[config.mk]
export PLATFORM = sky130hd
export DESIGN_NAME = bram1_result_streamer
export DESIGN_NICKNAME = d
export VERILOG_FILES = /design/src/rtl/bram1_result_streamer.sv
export SDC_FILE = /design/constraint.sdc
export NUM_CORES = 1
export LEC_CHECK = 0
export CAP_MARGIN = 20
export CORE_ASPECT_RATIO = 2
export CORE_MARGIN = 3
export CORE_UTILIZATION = 39
export CTS_BUF_LIST = sky130_fd_sc_hd__clkbuf_4
export DETAILED_ROUTE_END_ITERATION = 7
export PLACE_DENSITY = 0.63
export REMOVE_ABC_BUFFERS = 1
export SLEW_MARGIN = 20
export SYNTH_ARGS = -nofsm -noshare
export SYNTH_HDL_FRONTEND = slang
export SYNTH_SLANG_ARGS = --single-unit
[constraint.sdc]
create_clock -name clk -period 3.39 [get_ports clk]
set_input_delay 1.017 -clock clk [delete_from_list [all_inputs] [get_ports clk]]
set_output_delay 1.017 -clock clk [all_outputs]
set_load 0.005 [all_outputs]
[src/rtl/bram1_result_streamer.sv]
`timescale 1ns/1ps
// bram1_result_streamer: reads N 64-bit result rows from BRAM1 and streams
// each one as four 16-bit lane beats, lane 0 = row[63:48] first.
// Latency: start accepted in cycle 0, ce_b1_o in cycle 1, first beat valid in cycle 3.
// Backpressure: m_ready_i=0 holds the beat; at most 2 rows are buffered/in flight.
// Ports: clk/reset_n; start_i/row_count_i control; addr/ce/we/d/q_b1 BRAM1 port;
//        m_valid/m_ready/m_data/m_lane/m_last stream; idle/run/done status.
module bram1_result_streamer #(
  parameter int DWIDTH     = 64,
  parameter int LANE_WIDTH = 16,
  parameter int AWIDTH     = 8,
  parameter int MEM_SIZE   = 256
) (
  input  logic                  clk,
  input  logic                  reset_n,
  input  logic                  start_i,
  input  logic [AWIDTH:0]       row_count_i,
  output logic [AWIDTH-1:0]     addr_b1_o,
  output logic                  ce_b1_o,
  output logic                  we_b1_o,
  output logic [DWIDTH-1:0]     d_b1_o,
  input  logic [DWIDTH-1:0]     q_b1_i,
  output logic                  m_valid_o,
  input  logic                  m_ready_i,
  output logic [LANE_WIDTH-1:0] m_data_o,
  output logic [1:0]            m_lane_o,
  output logic                  m_last_o,
  output logic                  idle_o,
  output logic                  run_o,
  output logic                  done_o
);

  if (DWIDTH != 4 * LANE_WIDTH) begin : g_bad_width
    $error("DWIDTH must equal 4*LANE_WIDTH");
  end
  if (MEM_SIZE > (1 << AWIDTH)) begin : g_bad_depth
    $error("MEM_SIZE exceeds the AWIDTH address space");
  end

  localparam logic [AWIDTH:0] CNT_ONE = (AWIDTH+1)'(1);

  typedef enum logic [1:0] {S_IDLE, S_RUN, S_DONE} state_t;

  state_t          state;
  logic [AWIDTH:0] n_rows;     // latched row count
  logic [AWIDTH:0] issued;     // rows read so far; one bit wider so N=MEM_SIZE fits
  logic [AWIDTH:0] popped;     // rows fully emitted
  logic            in_flight;  // a read was issued last cycle, q_b1_i valid now

  // 2-entry row FIFO
  logic [DWIDTH-1:0] fifo_mem [2];
  logic              wr_ptr;
  logic              rd_ptr;
  logic [1:0]        count;
  logic [1:0]        lane;

  logic              issue;
  logic              hs;
  logic              pop;
  logic [DWIDTH-1:0] head;

  // Occupancy plus outstanding read must leave room for the returning row.
  assign issue = (state == S_RUN) && (issued < n_rows) &&
                 ((count + {1'b0, in_flight}) < 2'd2);

  assign ce_b1_o   = issue;
  assign addr_b1_o = issue ? issued[AWIDTH-1:0] : '0;
  assign we_b1_o   = 1'b0;
  assign d_b1_o    = '0;

  assign head      = fifo_mem[rd_ptr];
  assign m_valid_o = (count != 2'd0);
  assign m_lane_o  = lane;
  assign m_last_o  = m_valid_o && (lane == 2'd3) && (popped == n_rows - CNT_ONE);
  assign hs        = m_valid_o && m_ready_i;
  assign pop       = hs && (lane == 2'd3);

  always_comb begin
    m_data_o = '0;
    if (m_valid_o) begin
      case (lane)
        2'd0:    m_data_o = head[4*LANE_WIDTH-1:3*LANE_WIDTH];
        2'd1:    m_data_o = head[3*LANE_WIDTH-1:2*LANE_WIDTH];
        2'd2:    m_data_o = head[2*LANE_WIDTH-1:LANE_WIDTH];
        default: m_data_o = head[LANE_WIDTH-1:0];
      endcase
    end
  end

  // Row storage carries no reset; validity is tracked by count.
  always_ff @(posedge clk) begin
    if (in_flight) fifo_mem[wr_ptr] <= q_b1_i;
  end

  always_ff @(posedge clk or negedge reset_n) begin
    if (!reset_n) begin
      state     <= S_IDLE;
      idle_o    <= 1'b1;
      run_o     <= 1'b0;
      done_o    <= 1'b0;
      n_rows    <= '0;
      issued    <= '0;
      popped    <= '0;
      in_flight <= 1'b0;
      wr_ptr    <= 1'b0;
      rd_ptr    <= 1'b0;
      count     <= 2'd0;
      lane      <= 2'd0;
    end else begin
      in_flight <= issue;
      if (issue) issued <= issued + CNT_ONE;
      if (in_flight) wr_ptr <= ~wr_ptr;
      if (hs) lane <= lane + 2'd1;
      if (pop) begin
        rd_ptr <= ~rd_ptr;
        popped <= popped + CNT_ONE;
      end
      count <= count + {1'b0, in_flight} - {1'b0, pop};

      unique case (state)
        S_IDLE: begin
          if (start_i) begin
            n_rows <= row_count_i;
            issued <= '0;
            popped <= '0;
            lane   <= 2'd0;
            idle_o <= 1'b0;
            if (row_count_i == '0) begin
              state  <= S_DONE;
              done_o <= 1'b1;
            end else begin
              state  <= S_RUN;
              run_o  <= 1'b1;
            end
          end
        end
        S_RUN: begin
          if (hs && m_last_o) begin
            state  <= S_DONE;
            run_o  <= 1'b0;
            done_o <= 1'b1;
          end
        end
        S_DONE: begin
          state  <= S_IDLE;
          done_o <= 1'b0;
          idle_o <= 1'b1;
        end
        default: begin
          state  <= S_IDLE;
          idle_o <= 1'b1;
          run_o  <= 1'b0;
          done_o <= 1'b0;
        end
      endcase
    end
  end

endmodule

==> results of run 1 <==
==> report_power, final <==
| group | switching, mW | leakage, nW | internal (mW) |
|---|---|---|---|
| Sequential | 0.201 | 1.68 | 2.75 |
| Combinational | 1.90 | 2.11 | 2.02 |
| Clock | 0.732 | 0.172 | 0.544 |
| Total | 2.84 | 3.96 | 5.31 |
==> per-stage QoR <==
step | instance area, um^2 | setup slack, ns | util, %
floorplan | 7345 | -0.3512 | -
global placement | 9041 | 0.05945 | 46.68
detailed placement | 9041 | 0.04575 | 46.68
CTS | 9930 | -0.2049 | 51.27
global route | 9913 | -0.3572 | 51.18
finish | 9913 | -0.2020 | 51.18
==> kinds of logic (layout without fill, tap and decap cells) <==
logic type	count (synthesis)	count (layout)	synth area share, %
buffers and inverters	140	258	10.02
other	1	66	0.04881
adders and majority gates	19	19	3.094
muxes	20	20	5.212
DFF	167	167	62.75
xor gates and xnor gates	19	19	2.264
and+or+nand+nor	109	109	7.020
AOI/OAI and AO/OA	92	92	9.593
==> what timing repair did <==
action                                  in CTS  in global routing
endpoints found under the setup margin      26                 26
cloned                                       8                  0
pin swaps                                   44                 25
gates resized for setup                    154                 28
setup buffers                               32                  4
hold buffers                                 0                  0
==> final cells by class <==
class                      instances  area, um^2
sequential                       167        4821
clock inverter                    14       192.7
multi-input combinational        324        2477
timing repair buffer             175        1769
clock buffer                      18       135.1
antenna                            1       2.502
inverter                          51       191.4
fill                            1678        9455
tap                              259       324.1
==> sequential cells by signal (all words and copies together) (netlist names), 2 cells and up <==
name and cells:
issued 9, count 2, n_rows 9, fifo_mem 128, popped 9, m_lane_o 2
state 2
==> path summary, 6_finish.rpt <==
kind	start	to	cells after the start
max	n_rows[1]	addr_b1_o[5]	11
min	idle_o	idle_o	2
max reg2reg	n_rows[4]	done_o	8
min reg2reg	idle_o	idle_o	2
max in group asynchronous	reset_n	rd_ptr	2
min in group asynchronous	reset_n	popped[7]	2
==> synth_stat cells, types with 3 or more instances <==
cell type,instances
nor2_1,33
xnor2_1,8
nand2b_1,3
a21o_1,4
buf_4,65
o21ai_0,17
nand2_1,26
ha_1,19
mux4_2,16
mux2i_1,4
nand4_1,10
a222oi_1,32
nand3_1,4
nor2b_1,3
xor2_1,10
a211oi_1,3
and2_1,10
a21oi_1,13
dfrtp_1,38
nor3_1,4
a2111o_1,4
clkbuf_1,22
and3_1,7
inv_1,50
edfxtp_1,128
==> worst reg2reg max path: stages (launching register included) <==
cell       delay, ns
dfrtp_1         0.40
or3_4           0.39
or4_4           0.52
a21boi_2        0.17
o2111ai_2       0.17
buf_4           0.17
buf_4           0.13
a2111oi_2       0.38
o31a_1          0.17
==> layer usage <==
metal  up-vias  GRT usage (%)  share of wire [%]
met4         0          8.822                3.0
li1       2331              -                  -
met5         -              0                  0
met2       224          35.30                 58
met3        31          3.446                6.2
met1      2479          18.27                 32
==> key figures, run 1 <==
Run status
  – Status: finished, violations left
  – Failing checks: design-rule violations, negative setup slack

Yosys
  – Post-synth top area cell: edfxtp_1
  – FFs w/ async S/R, synth: 23.35%
  – Synth Flop Type: edfxtp_1
  – Post-synth EDFFs: 128
  – Cell Area, Synth: 7682 um^2
  – Synth warnings: 0
  – #FFs+latches synth: 167
  – Register area share after synthesis: 62.75%
  – Synth Area per Inst: 13.55 um^2
  – Post-Syn Instances: 567
  – Distinct cells, synth: 54
  – Synth area leaders: edfxtp_1 50%, dfrtp_1 12%, buf_4 6.4%, mux4_2 4.7%, a222oi_1 4.2%
  – Yosys top cell area share: 50.03%

Placed design
  – I/O Buffers: 108
  – GP Congestion: 0.8525
  – Post-Place Cells: 938
  – Post-DP HPWL: 12200 um

STA
  – Pins Over Slew Limit: 0
  – Slew HR: 41.62%
  – Final count of negative-setup-slack endpoints: 11
  – Final Cycle Share: 106.0%
  – Final setup margin: -0.2020 ns
  – Fmax: 278.4 MHz
  – RSZ-0062 raised after global routing: true
  – Final Hold Slack: 0.5023 ns
  – Final setup TNS: -1.058 ns
  – Clk_skew: 0.02588 ns
  – Worst slew pin tran: 0.8756 ns
  – Endpoints failing hold: 0
  – Crit path time final: 3.592 ns

Pwr
  – Peak VDD IR: 0.0005026 V
  – P_leak: 3.958 nW
  – Pwr dens: 821.9 nW/um^2
  – Total Power Consumption: 8.148 mW

CTS
  – CTS tree: done
  – Clk slew on worst S/H paths: 0.15 ns
  – CTS max path bufs: 2
  – Clk Latency, worst-skew pair: 0.55 ns
  – CTS Buf Count: 17
  – Clock sinks: 167
  – CTS Root Cell: clkbuf_4
  – Htree depth: 4

Routing
  – DRC Markers: 1
  – DRT Pass-1 Iters: 8
  – Avg WL per Cell: 18.90 um
  – Post-route ant nets: 0
  – Vias per cell: 5.020
  – DRT Wirelength: 19070 um
  – Drt initial violations: 310
  – DR vias: 5065

Setup path
  – Crit path max-delay family: compound AO/OA/AOI/OAI gates
  – Critical path fanouts, max: 3
  – CP arrival: 2.58 ns
  – Req. time, crit path: 2.37 ns
  – R2r setup slk: 0.84 ns
  – Critical path launch point type: register
  – Cell Chain, Critical Path: inv_2 -> ha_4 -> a21o_1 -> a21o_1 -> a211o_1 -> a21boi_2 -> buf_4 -> buf_6 -> buf_6 -> and2_4 -> buf_6
  – CP peak stage delay: 0.43 ns
  – Worst Path Buf+Inv: 5
  – Slowest-stage cell, CP: dfrtp_1
  – Critical Path Sink Type: primary output
  – Worst setup path class: reg -> out
  – Most used cell, CP: buf_6

Global routing
  – GRT Total Usage: 18.26%
  – Initial antenna violation count: 1
  – Largest net degree at the start of global routing: 65
  – Total gr overflow: 0
  – Vias in the first global route: 5461
  – First-pass GRT wire length: 29790 um

Cells and area
  – Area growth syn-to-layout: 29.04%
  – Nets@finish: 832
  – Non-filler instance count after layout: 1009
  – Commonest non-fill, non-tap cell in the layout: edfxtp_1
  – Commonest cells after routing, fill and taps aside: 128 x edfxtp_1, 82 x clkdlybuf4s50_1, 65 x conb_1, 47 x inv_1, 38 x dfrtp_1
  – Share of cells above drive strength 1: 24.30%

Floorplanning
  – Starting density of the core: 39.66%
  – Core Rows: 72
  – Die Footprint: 21520 um^2
  – Ports: 174
  – Die outline height: 204.5 um
  – Core ar.: 19370 um^2
  – Die X-Extent: 105.2 um

Run
  – Max cap viols: 0

Hold path
  – Worst Hold Class: reg -> reg
(Power assumes the default switching activity.)
==> inputs of run 2 (changes only) <==
- CORE_MARGIN: 3 -> 8
==> run 2 against run 1 <==
Net effect:
- non-clock buffer count increased by 5
- hold slack improved by 0.011 ns
- core utilization increased by 0.17 points
- sequential share of layout area decreased by 0.15 points
- routed wire length increased by 12%
- highest routed layer is now met5
- critical endpoint is now addr_b1_o[7]
- the run ends with negative setup slack left
- design area increased by 0.33%
- clock power increased by 6%
- via count increased by 1.6%
- global-route usage decreased by 0.65 points
- maximum frequency decreased by 2.4%
==> key figures, run 2 (same netlist as run 1, synthesis figures left out) <==
STA
  – Crit path time final: 3.680 ns
  – Endpoints failing hold: 0
  – Slew HR: 40.83%
  – Final count of negative-setup-slack endpoints: 18
  – Clk_skew: 0.02670 ns
  – RSZ-0062 raised after global routing: true
  – Worst slew pin tran: 0.8875 ns
  – Pins Over Slew Limit: 0
  – Final setup margin: -0.2895 ns
  – Final setup TNS: -2.557 ns
  – Final Cycle Share: 108.5%
  – Fmax: 271.8 MHz

Setup path
  – Critical path launch point type: register
  – Most used cell, CP: buf_6
  – Worst setup path class: reg -> out
  – R2r setup slk: 0.92 ns
  – Critical path fanouts, max: 3
  – FF-to-FF Start: n_rows[4]
  – Worst Path Buf+Inv: 5
  – Critical Path Sink Type: primary output
  – CP arrival: 2.66 ns
  – Req. time, crit path: 2.37 ns
  – Cell Chain, Critical Path: inv_2 -> ha_4 -> a21o_1 -> a21o_1 -> a211o_1 -> a21boi_4 -> buf_6 -> buf_6 -> buf_6 -> and2_4 -> buf_6
  – Crit path max-delay family: compound AO/OA/AOI/OAI gates
  – Setup crit start: n_rows[1]
  – CP peak stage delay: 0.43 ns
  – Slowest-stage cell, CP: dfrtp_1

Global routing
  – Largest net degree at the start of global routing: 65
  – GR Layer Usage met2: 33.35%
  – Total gr overflow: 0
  – GRT Total Usage: 17.61%
  – M3 GR Usage: 5.078%
  – First-pass GRT wire length: 31740 um
  – M1 GR Usage: 15.72%
  – Initial antenna violation count: 2
  – Gr busiest metal: met2
  – Vias in the first global route: 5594

Cells and area
  – Non-filler instance count after layout: 1014
  – Number of flip-flops in the largest register: 128
  – Filler cells: 1686
  – Storage cell area: 4822 um^2
  – Multi-input logic area: 2490 um^2
  – Share of cells above drive strength 1: 25.20%
  – Area growth syn-to-layout: 29.46%
  – Commonest cells after routing, fill and taps aside: 128 x edfxtp_1, 82 x clkdlybuf4s50_1, 65 x conb_1, 46 x inv_1, 42 x buf_4
  – Top reg by flops: fifo_mem
  – Commonest non-fill, non-tap cell in the layout: edfxtp_1
  – Nets@finish: 837
  – Final Util: 51.35%

CTS
  – Htree depth: 4
  – CTS hold repair buffers: 0
  – Clk slew on worst S/H paths: 0.16 ns
  – CTS Root Cell: clkbuf_4
  – CTS Buf Count: 17
  – CTS max path bufs: 2
  – Clock sinks: 167
  – CTS tree: done
  – Clk Latency, worst-skew pair: 0.57 ns

Placed design
  – Post-Place Cells: 940
  – I/O Buffers: 108
  – DP Worst Slack: 0.009209 ns
  – Post-DP HPWL: 14040 um
  – GP Congestion: 0.8278

Run status
  – Status: finished, violations left
  – Failing checks: negative setup slack

Floorplanning
  – Starting density of the core: 39.66%
  – Core ar.: 19370 um^2
  – Core Rows: 72
  – Die Footprint: 24720 um^2
  – Die X-Extent: 115.2 um
  – Ports: 174
  – Die outline height: 214.5 um

Routing
  – DRC Markers: 0
  – Avg WL per Cell: 21.03 um
  – DRT Pass-1 Iters: 5
  – DR vias: 5144
  – Post-route ant nets: 0
  – Drt initial violations: 302
  – Vias per cell: 5.073
  – DRT Wirelength: 21330 um

Run
  – Max cap viols: 0

Pwr
  – Peak VDD IR: 0.0004547 V
  – P_leak: 3.969 nW
  – Pwr dens: 832.6 nW/um^2

Hold path
  – Hold_sp: idle_o
  – Worst Hold Class: reg -> reg
run 2: cell count changes in the layout (fill, tap and decap cells not counted), sizes merged:
cell / delta
buf: +6
clkbuf: -3
clkinv: -2
bufinv: +1
clkdlybuf4s15: +1
clkinvlp: +1
inv: +1
run 2: power by group:
group,switching (mW),total (mW),internal [mW]
Clock,0.755,1.36,0.603
Sequential,0.218,2.97,2.75
Combinational,1.96,3.95,1.99
run 2: metal layers:
metal | share of wire [%] | wire, um | vias to the layer above
met5 | 0.061 | 13 | -
met4 | 4.4 | 949 | 2
met3 | 7.9 | 1680 | 46
met2 | 56 | 12040 | 235
met1 | 31 | 6645 | 2528
li1 | - | - | 2333
run 2: area by class of cell:
cell class                      count  share of cell area (%)
Multi-Input combinational cell    324                   25.03
Antenna cell                        1                 0.02516
Timing Repair Buffer              180                   17.83
Sequential cell                   167                   48.48
Tap cell                          259                   3.258
Clock inverter                     15                   2.139
Inverter                           51                   1.950
Clock buffer                       17                   1.283
run 2: path summary, 6_finish.rpt:
kind                                      to  cells past startpoint
min in group asynchronous          popped[4]                      2
max in group asynchronous        m_lane_o[1]                      2
worst min register to register        idle_o                      2
worst max register to register        done_o                      7
worst min-delay path                  idle_o                      2
worst max-delay path            addr_b1_o[7]                     11
run 2: worst reg2reg max path, stage by stage, from the launching register on:
cell	delay, ns
dfrtp_1	0.41
or3_4	0.40
or4_4	0.52
a21boi_2	0.15
o2111ai_2	0.15
buf_4	0.19
a2111oi_2	0.40
o31a_1	0.17
run 2: repair_timing:
action                                  in CTS  in global routing
gates resized for setup                    170                 15
endpoints found under the setup margin      26                 26
buffers inserted                            36                  6
pin swaps                                   36                 22
gates cloned                                 8                  0
run 2: through the flow:
step	hold slack, ns	area [um^2]	power (mW)
3_3_place_gp	0.4805	9044	6.083
5_1_grt	0.5402	9946	8.767
3_5_place_dp	0.4945	9044	6.203
2_1_floorplan	0.4489	7345	4.639
4_1_cts	0.5061	10000	8.470
6_report	0.5133	9946	8.281
